`src/rtl/axis_packet_snooper.sv`:
```
// Passive AXI-Stream snooper: packs PACK beats per memory word, writes complete packets to
// packet memory, truncates oversize packets and counts dropped/aborted packets.
module axis_packet_snooper #(
    parameter int unsigned DATA_WIDTH    = 32,
    parameter int unsigned PACK          = 2,
    parameter int unsigned ADDR_WIDTH    = 10,
    parameter int unsigned ADDR_STEP     = 2,
    parameter int unsigned MAX_WORDS     = 512,
    parameter int unsigned LEN_WIDTH     = 16,
    parameter bit          SYNC_ON_RESET = 1'b1
) (
    input  logic                         clk,
    input  logic                         rst_n,
    input  logic [DATA_WIDTH-1:0]        TDATA,
    input  logic [DATA_WIDTH/8-1:0]      TKEEP,
    input  logic                         TVALID,
    input  logic                         TREADY,
    input  logic                         TLAST,
    input  logic                         mem_ready,
    output logic [ADDR_WIDTH-1:0]        wr_addr,
    output logic [DATA_WIDTH*PACK-1:0]   wr_data,
    output logic                         wr_en,
    output logic                         done,
    output logic                         abort,
    output logic                         truncated,
    output logic [LEN_WIDTH-1:0]         byte_len,
    output logic [LEN_WIDTH-1:0]         drop_cnt
);

    localparam int unsigned KeepWidth = DATA_WIDTH / 8;
    localparam int unsigned WordWidth = DATA_WIDTH * PACK;
    localparam int unsigned LaneWidth = (PACK > 1) ? $clog2(PACK) : 1;
    localparam int unsigned CntWidth  = $clog2(MAX_WORDS + 1);
    localparam int unsigned PopWidth  = $clog2(KeepWidth + 1);

    typedef enum logic [2:0] {StSync, StIdle, StCapture, StTrunc, StDrop} state_e;

    state_e                 state_q, state_d;
    logic [ADDR_WIDTH-1:0]  addr_q, addr_d;
    logic [LaneWidth-1:0]   lane_q, lane_d;
    logic [CntWidth-1:0]    words_q, words_d;
    logic [LEN_WIDTH-1:0]   bytes_q, bytes_d;
    logic [WordWidth-1:0]   word_q, word_d;

    logic [ADDR_WIDTH-1:0]  wr_addr_d;
    logic [WordWidth-1:0]   wr_data_d;
    logic                   wr_en_d, done_d, abort_d, truncated_d;
    logic [LEN_WIDTH-1:0]   byte_len_d, drop_cnt_d;

    logic                   beat;
    logic [DATA_WIDTH-1:0]  beat_data;
    logic [PopWidth-1:0]    keep_cnt;
    logic                   starting;
    logic [ADDR_WIDTH-1:0]  addr_base;
    logic [LaneWidth-1:0]   lane_base;
    logic [CntWidth-1:0]    words_base;
    logic [LEN_WIDTH-1:0]   bytes_base;
    logic [WordWidth-1:0]   word_base, word_next;
    logic [LEN_WIDTH:0]     byte_sum;
    logic [LEN_WIDTH-1:0]   bytes_next;

    assign beat = TVALID && TREADY;

    // Masked beat data, valid-byte count, and the word as it looks with this beat merged in.
    always_comb begin
        beat_data = '0;
        keep_cnt  = '0;
        for (int i = 0; i < KeepWidth; i++) begin
            beat_data[i*8 +: 8] = TKEEP[i] ? TDATA[i*8 +: 8] : 8'h00;
            keep_cnt            = keep_cnt + PopWidth'(TKEEP[i]);
        end

        // A capture launched from IDLE always starts from a clean slate.
        starting   = (state_q == StIdle);
        addr_base  = starting ? '0 : addr_q;
        lane_base  = starting ? '0 : lane_q;
        words_base = starting ? '0 : words_q;
        bytes_base = starting ? '0 : bytes_q;
        word_base  = starting ? '0 : word_q;

        word_next = word_base;
        for (int l = 0; l < PACK; l++) begin
            if (lane_base == LaneWidth'(l)) begin
                word_next[l*DATA_WIDTH +: DATA_WIDTH] = beat_data;
            end
        end

        byte_sum   = {1'b0, bytes_base} + (LEN_WIDTH + 1)'(keep_cnt);
        bytes_next = byte_sum[LEN_WIDTH] ? '1 : byte_sum[LEN_WIDTH-1:0];
    end

    always_comb begin
        state_d     = state_q;
        addr_d      = addr_q;
        lane_d      = lane_q;
        words_d     = words_q;
        bytes_d     = bytes_q;
        word_d      = word_q;
        wr_en_d     = 1'b0;
        wr_addr_d   = wr_addr;
        wr_data_d   = wr_data;
        done_d      = 1'b0;
        abort_d     = 1'b0;
        truncated_d = 1'b0;
        byte_len_d  = '0;
        drop_cnt_d  = drop_cnt;

        if (beat) begin
            case (state_q)
                StSync: begin
                    if (TLAST) state_d = StIdle;
                end
                StIdle, StCapture: begin
                    if (!mem_ready) begin
                        if (drop_cnt != '1) drop_cnt_d = drop_cnt + LEN_WIDTH'(1);
                        abort_d = (state_q == StCapture);
                        addr_d  = '0;
                        lane_d  = '0;
                        words_d = '0;
                        bytes_d = '0;
                        word_d  = '0;
                        state_d = TLAST ? StIdle : StDrop;
                    end else if (lane_base == LaneWidth'(PACK - 1) || TLAST) begin
                        wr_en_d   = 1'b1;
                        wr_addr_d = addr_base;
                        wr_data_d = word_next;
                        word_d    = '0;
                        lane_d    = '0;
                        if (TLAST) begin
                            done_d     = 1'b1;
                            byte_len_d = bytes_next;
                            addr_d     = '0;
                            words_d    = '0;
                            bytes_d    = '0;
                            state_d    = StIdle;
                        end else begin
                            addr_d  = addr_base + ADDR_WIDTH'(ADDR_STEP);
                            words_d = words_base + CntWidth'(1);
                            bytes_d = bytes_next;
                            // Packet still running after its last permitted word.
                            state_d = (words_d == CntWidth'(MAX_WORDS)) ? StTrunc : StCapture;
                        end
                    end else begin
                        word_d  = word_next;
                        lane_d  = lane_base + LaneWidth'(1);
                        addr_d  = addr_base;
                        words_d = words_base;
                        bytes_d = bytes_next;
                        state_d = StCapture;
                    end
                end
                StTrunc: begin
                    if (TLAST) begin
                        done_d      = 1'b1;
                        truncated_d = 1'b1;
                        byte_len_d  = bytes_q;
                        addr_d      = '0;
                        lane_d      = '0;
                        words_d     = '0;
                        bytes_d     = '0;
                        word_d      = '0;
                        state_d     = StIdle;
                    end
                end
                StDrop: begin
                    if (TLAST) state_d = StIdle;
                end
                default: state_d = StIdle;
            endcase
        end
    end

    always_ff @(posedge clk) begin
        if (!rst_n) begin
            state_q   <= SYNC_ON_RESET ? StSync : StIdle;
            addr_q    <= '0;
            lane_q    <= '0;
            words_q   <= '0;
            bytes_q   <= '0;
            word_q    <= '0;
            wr_en     <= 1'b0;
            wr_addr   <= '0;
            wr_data   <= '0;
            done      <= 1'b0;
            abort     <= 1'b0;
            truncated <= 1'b0;
            byte_len  <= '0;
            drop_cnt  <= '0;
        end else begin
            state_q   <= state_d;
            addr_q    <= addr_d;
            lane_q    <= lane_d;
            words_q   <= words_d;
            bytes_q   <= bytes_d;
            word_q    <= word_d;
            wr_en     <= wr_en_d;
            wr_addr   <= wr_addr_d;
            wr_data   <= wr_data_d;
            done      <= done_d;
            abort     <= abort_d;
            truncated <= truncated_d;
            byte_len  <= byte_len_d;
            drop_cnt  <= drop_cnt_d;
        end
    end

endmodule

```
`config.mk`:
```
export PLATFORM = sky130hd
export DESIGN_NAME = axis_packet_snooper
export DESIGN_NICKNAME = d
export VERILOG_FILES = /design/src/rtl/axis_packet_snooper.sv
export SDC_FILE = /design/constraint.sdc
export NUM_CORES = 1
export LEC_CHECK = 0
export BUFFER_PORTS_ARGS = -buffer_cell sky130_fd_sc_hd__buf_2
export CAP_MARGIN = 20
export CORE_MARGIN = 2
export CORE_UTILIZATION = 51
export CTS_CLUSTER_SIZE = 16
export DETAILED_ROUTE_END_ITERATION = 12
export PLACE_DENSITY = 0.81
export SLEW_MARGIN = 20
export SYNTH_ARGS = -nofsm -noshare
export SYNTH_HDL_FRONTEND = slang
export SYNTH_SLANG_ARGS = --single-unit
```
`constraint.sdc`:
```
create_clock -name clk -period 3.6 [get_ports clk]
set_input_delay 0.18 -clock clk [delete_from_list [all_inputs] [get_ports clk]]
set_output_delay 0.18 -clock clk [all_outputs]
set_load 0.02 [all_outputs]
```
# After elaboration in Yosys (flattened, before gate mapping)
# Index checks and enable logic that the tools add are counted.
word_totals:
  regBits: 214
  word_cells: 99
  input_bits: 42
  out_inout_bits: 110
op_classes:
  n_eq_ne: 8
  bitwise_logic: 4
  reduce_logical: 14
  addsub: 8
  muxes: 51
ops:
  columns: ["cell", "count"]
  rows:
  - ["2-to-1 mux 64 bit", 4]
  - ["2-to-1 mux 16 bit", 10]
  - ["one-hot mux 64 bit (2 select lines)", 1]
  - ["2-to-1 mux 10 bit", 9]
  - ["2-to-1 mux 32 bit", 2]
  - ["one-hot mux 16 bit (2 select lines)", 2]
  - ["one-hot mux 10 bit (2 select lines)", 2]
  - ["2-to-1 mux 8 bit", 4]
  - ["adder 16 x 3 -> 17 bit", 1]
  - ["adder 16 x 1 -> 16 bit (second input constant)", 1]
  - ["inequality test 16 bit (second input constant)", 1]
  - ["2-to-1 mux 3 bit", 4]
  - ["AND reduction 4 bit", 3]
  - ["adder 10 x 1 -> 10 bit (second input constant)", 1]
  - ["adder 10 x 2 -> 10 bit (second input constant)", 1]
  - ["equality test 10 bit (second input constant)", 1]
  - ["2-to-1 mux 1 bit", 9]
  - ["equality test 3 x 2 -> 1 bit (second input constant)", 2]
  - ["one-hot mux 3 bit (2 select lines)", 1]
  - ["AND reduction 3 bit", 2]
  - ["NOT 1 bit", 4]
  - ["one-hot mux 1 bit (2 select lines)", 2]
  - ["AND reduction 2 bit", 2]
  - ["OR reduction 4 bit", 1]
  - ["15 further kinds", 15]

# Longest topological paths before layout
logic_depth:
  depth_word: 9
  mapped_depth: 14
  depth_no_buf: 9

# Worst setup path before layout
# No wires, ideal clock.
synth_timing:
  kind: "reg-to-reg"
  startpoint: "register state_q[1]"
  endpoint: "register byte_len[14]"
  period_less_slack_ns: 3.554
  setup_slack_ns: 0.046
  arrival_ns: 3.430
  required_time_ns: 3.477
  n_path_buf: 4
  setup_time_ns: 0.123
  stages_incl_launch_ff: 14
  cell_sequence: "dfxtp_1 or3b_1 buf_2 buf_2 clkbuf_1 clkbuf_1 nand2_1 fa_1 fa_1 nand3b_1 or3_1 nor3_1 o21ai_0 o2bb2ai_1"
synth_between:
  elab_chain_cells: 8
  elab_cells_between_ends: 13
  cone_classes: "add/sub (1); eq/ne (3); mux (7); reduce/logical (2)"
synth_lines:
  columns: ["element", "line_no", "source"]
  rows:
  - ["start, declared", "38", "state_e state_q, state_d;"]
  - ["start signal, assigned", "175", "state_q <= SYNC_ON_RESET ? StSync : StIdle;"]
  - ["start signal, assigned", "190", "state_q <= state_d;"]
  - ["equality test 3 x 1 -> 1 bit", "74, 109", null]
  - ["2-to-1 mux 16 bit", "78", "bytes_base = starting ? '0 : bytes_q;"]
  - ["adder 16 x 3 -> 17 bit", "88", "byte_sum = {1'b0, bytes_base} + (LEN_WIDTH + 1)'(keep_cnt);"]
  - ["2-to-1 mux 16 bit", "89", "bytes_next = byte_sum[LEN_WIDTH] ? '1 : byte_sum[LEN_WIDTH-1:0];"]
  - ["2-to-1 mux 16 bit", "129", "if (TLAST) begin"]
  - ["2-to-1 mux 16 bit", "123", "end else if (lane_base == LaneWidth'(PACK - 1) || TLAST) begin"]
  - ["2-to-1 mux 16 bit", "114", "if (!mem_ready) begin"]
  - ["one-hot mux 16 bit (2 select lines) *", "109", "case (state_q)"]
  - ["end signal, assigned", "202", "byte_len <= byte_len_d;"]
  - ["end, declared", "26", "output logic [LEN_WIDTH-1:0] byte_len,"]
# Mark *: on every way between the ends. The rest lies on a longest branch, timed or not.
# A chain may end at the register's enable or synchronous reset.

# Final worst setup path
layout_timing:
  startpoint: "register state_q[0]"
  endpoint: "register bytes_q[14]"
layout_between:
  elab_chain_cells: 8
  elab_cells_between_ends: 16
  cone_classes: "add/sub (1); eq/ne (4); mux (7); reduce/logical (4)"
layout_lines:
  columns: ["element", "line_no", "source"]
  rows:
  - ["equality test 3 x 1 -> 1 bit", "74, 109", null]
  - ["2-to-1 mux 16 bit", "78", null]
  - ["adder 16 x 3 -> 17 bit", "88", null]
  - ["2-to-1 mux 16 bit", "89", null]
  - ["2-to-1 mux 16 bit", "129", null]
  - ["2-to-1 mux 16 bit", "123", null]
  - ["2-to-1 mux 16 bit", "114", null]
  - ["one-hot mux 16 bit (2 select lines)", "109", null]
  - ["end signal, assigned", "194", "bytes_q <= bytes_d;"]
  - ["end, declared", "42", "logic [LEN_WIDTH-1:0] bytes_q, bytes_d;"]
# Several ways; a longest one is shown, not always the timed one.

==> results.json <==
{
  "worstPathMaxFanout": 5,
  "finalClockSkew_ps": 16.79,
  "worstRegToRegCells": 9,
  "internal_power_w": 0.003959,
  "fill_cells": 1513,
  "pwr-share-seq_pct": 46.8,
  "synth_edf_count": 0,
  "die_area_um2": 19450,
  "seq_area_frac_synth_pct": 45.77,
  "relSlewSlack_pct": 55.94,
  "dr_wl_met3_um": 2274,
  "rsz0062_at_grt": "false",
  "swShare_pct": 22.02,
  "syn_area_per_cell_um2": 8.090,
  "maxUsedRoutingLayer": "met4",
  "worstSetupPathType": "reg -> reg",
  "areaGrowthSynthToFinish_pct": 21.99,
  "initialDrtViolationCount": 669,
  "grt_use_total_pct": 26.35,
  "post-route-min-period_ps": 2962,
  "viasPerCell": 6.017,
  "setup_ws_ps": 638.0,
  "ir_drop_mv": 0.4668,
  "p_leak_nw": 4.323,
  "clk_pin_slew_ps": 60,
  "syn_inst": 1157,
  "fin_cells": 1551,
  "dpl.hpwl_um": 16640,
  "cts_setup_buffers": 0,
  "synth_seq_cells": 214,
  "pre_cts_slack_ps": 362.4,
  "r2r_slack_ps": 640,
  "setup_violations": 0,
  "gp_congestion": 0.9588,
  "diodes": 0,
  "die_x_um": 139.5,
  "yosys-top-cells-area": "dfxtp_1, nor2_1, nand3_1, a21oi_1, nand2_1",
  "synth_area_leader_cell": "dfxtp_1",
  "drive_gt1_share_pct": 17.55,
  "drc": 0,
  "fmax_mhz": 337.6,
  "cts_resized": 0,
  "ys_types": 67,
  "min_path_type": "in -> reg",
  "tightest_slew_ps": 660.9,
  "powerDensity_nw_per_um2": 444.7,
  "p_clk_share_pct": 48.3,
  "cp.required_ps": 4040,
  "overflow": 0,
  "num_rows": 49,
  "status": "completed",
  "r2r-end": "bytes_q[14]",
  "ys.flop_type": "dfxtp_1",
  "placed_cells": 1474,
  "setup_tns_ps": 0,
  "finalHoldViolations": 0,
  "endpoint_kind": "register",
  "crit_arrival_ps": 3410,
  "cts_tree": "yes",
  "syn_area_um2": 9360,
  "switchingPower_w": 0.001118,
  "cp-startpoint": "state_q[0]",
  "reg2reg_from": "state_q[0]",
  "syn_nets": 1206,
  "clock_sinks": 214,
  "wl_met2_um": 12570,
  "cap_viol_max_count": 0,
  "grt_pass1_wl_um": 43330,
  "yosysWarnings": 0,
  "endpoint": "bytes_q[14]",
  "yosysTopAreaCellShare_pct": 45.77,
  "antenna_found_initial": 0,
  "fin_crit_sh_pct": 82.28,
  "synthArstFlopShare_pct": 0,
  "root_buffer": "clkbuf_16",
  "maxSlewViolCount": 0,
  "die_h_um": 139.5,
  "grt_max_degree": 107,
  "routed_wl_um": 27100,
  "htree_levels": 1,
  "initial_core_util_pct": 52.11,
  "p_comb_share_pct": 4.9,
  "m1WireLength_um": 11370,
  "drtPass1Iterations": 5,
  "cts_made_buffers": 24,
  "startpoint_type": "register",
  "core_region_area_um2": 17960,
  "routedWlPerCell_um": 17.47,
  "io_pins": 152,
  "grt_pass1_vias": 8734,
  "drtAntennaViolNets": 0,
  "port_buffers": 151,
  "clock_latency_ps": 530,
  "vias": 9333,
  "clockBufferDepth": 3,
  "final_nets": 1355
}
==> per-layer routing <==
layer / GRT usage (%) / vias to the layer above
li1: - / 4408
met1: 34.95 / 4389
met2: 43.65 / 451
met3: 4.095 / 85
met4: 9.623 / 0
met5: 0 / -
==> cell families (layout without fill, tap and decap cells) <==
kind of cell    Yosys count  after routing  share of synthesized area (%)
compound gates          274            274                          18.46
simple gates            496            496                          25.89
buf+inv                 140            305                          6.015
mux                       2              2                         0.2406
fa+ha+maj                 7              7                          1.176
xor+xnor                 24             24                          2.446
flops                   214            214                          45.77
==> synthesized netlist by cell type, types with 6 or more instances <==
cell	count
nor4_1	10
nand2_1	101
clkbuf_1	64
o22ai_1	9
o21ai_0	69
nor3b_1	7
a31oi_1	15
and3_1	40
buf_2	23
and2_1	7
a211oi_1	33
nor2_1	137
dfxtp_1	214
nand4_1	11
or3_1	7
a32oi_1	32
xor2_1	6
nand3_1	95
inv_1	48
a21oi_1	82
nor3_1	49
xnor2_1	17
==> sequential cells by signal (all words and copies together) (netlist names), 10 cells and up <==
name,cells
word_q,64
wr_data,64
byte_len,16
bytes_q,16
drop_cnt,16
addr_q,10
words_q,10
wr_addr,10
==> layout by cell type (no fill, tap or decap), types with 27 or more instances in the layout <==
master	synthesis	final
dfxtp_1	214	213
buf_2	23	151
nor2_1	137	137
nand2_1	101	101
nand3_1	95	95
a21oi_1	82	82
o21ai_0	69	69
nor3_1	49	49
inv_1	48	48
and3_1	40	40
dlygate4sd3_1	0	34
a211oi_1	33	33
a32oi_1	32	32
buf_4	2	27
==> worst min-delay path by stage <==
stage,start,end,cells after the start
2_1_floorplan,TREADY,done,2
3_3_place_gp,word_q[41],word_q[41],2
3_5_place_dp,word_q[55],word_q[55],2
4_1_cts,rst_n,addr_q[8],2
5_1_grt,rst_n,addr_q[8],2
6_report,rst_n,addr_q[8],2
==> critical path, cell delays in order (launching register included) <==
cell	delay, ps
dfxtp_1	310
or3b_2	220
nand2_1	70
fa_1	410
fa_1	470
nand3b_1	300
or3_1	420
nor3_1	340
o21ai_0	200
o2bb2ai_1	160
==> stage by stage <==
stage	power [W]	utilization [%]	hold slack, ps	instance area [µm²]
6_report	0.005077	63.56	112.9	11420
5_1_grt	0.005219	63.56	105.3	11420
2_1_floorplan	0.002554	-	332.2	9360
3_3_place_gp	0.002635	57.10	417.0	10260
3_5_place_dp	0.002639	57.10	422.0	10260
4_1_cts	0.005093	63.41	89.43	11390
==> power by group through the flow <==
stage,Clock [W],Sequential (W),Combinational (W)
final,0.00245,0.00238,0.000250
after global routing,0.00258,0.00238,0.000267
after CTS,0.00248,0.00238,0.000240
after detailed placement,0,0.00243,0.000210
after global placement,0,0.00243,0.000207
after floorplan,0,0.00243,0.000123
==> layout make-up <==
class                      count  area (µm²)  area share, %
multi-input combinational    803        4521          39.59
clock buffer                  39       716.9          6.279
sequential                   214        4285          37.53
tap                          229       286.5          2.509
timing repair buffer         214        1346          11.79
clock inverter                 3       76.32         0.6684
inverter                      49       186.4          1.633
==> repair_timing <==
action | CTS | global route
setup endpoints to repair | 0 | 0
endpoints found under the hold margin | 34 | 0
hold buffers | 34 | 0
No activity file was read; power rests on OpenSTA's default activity.
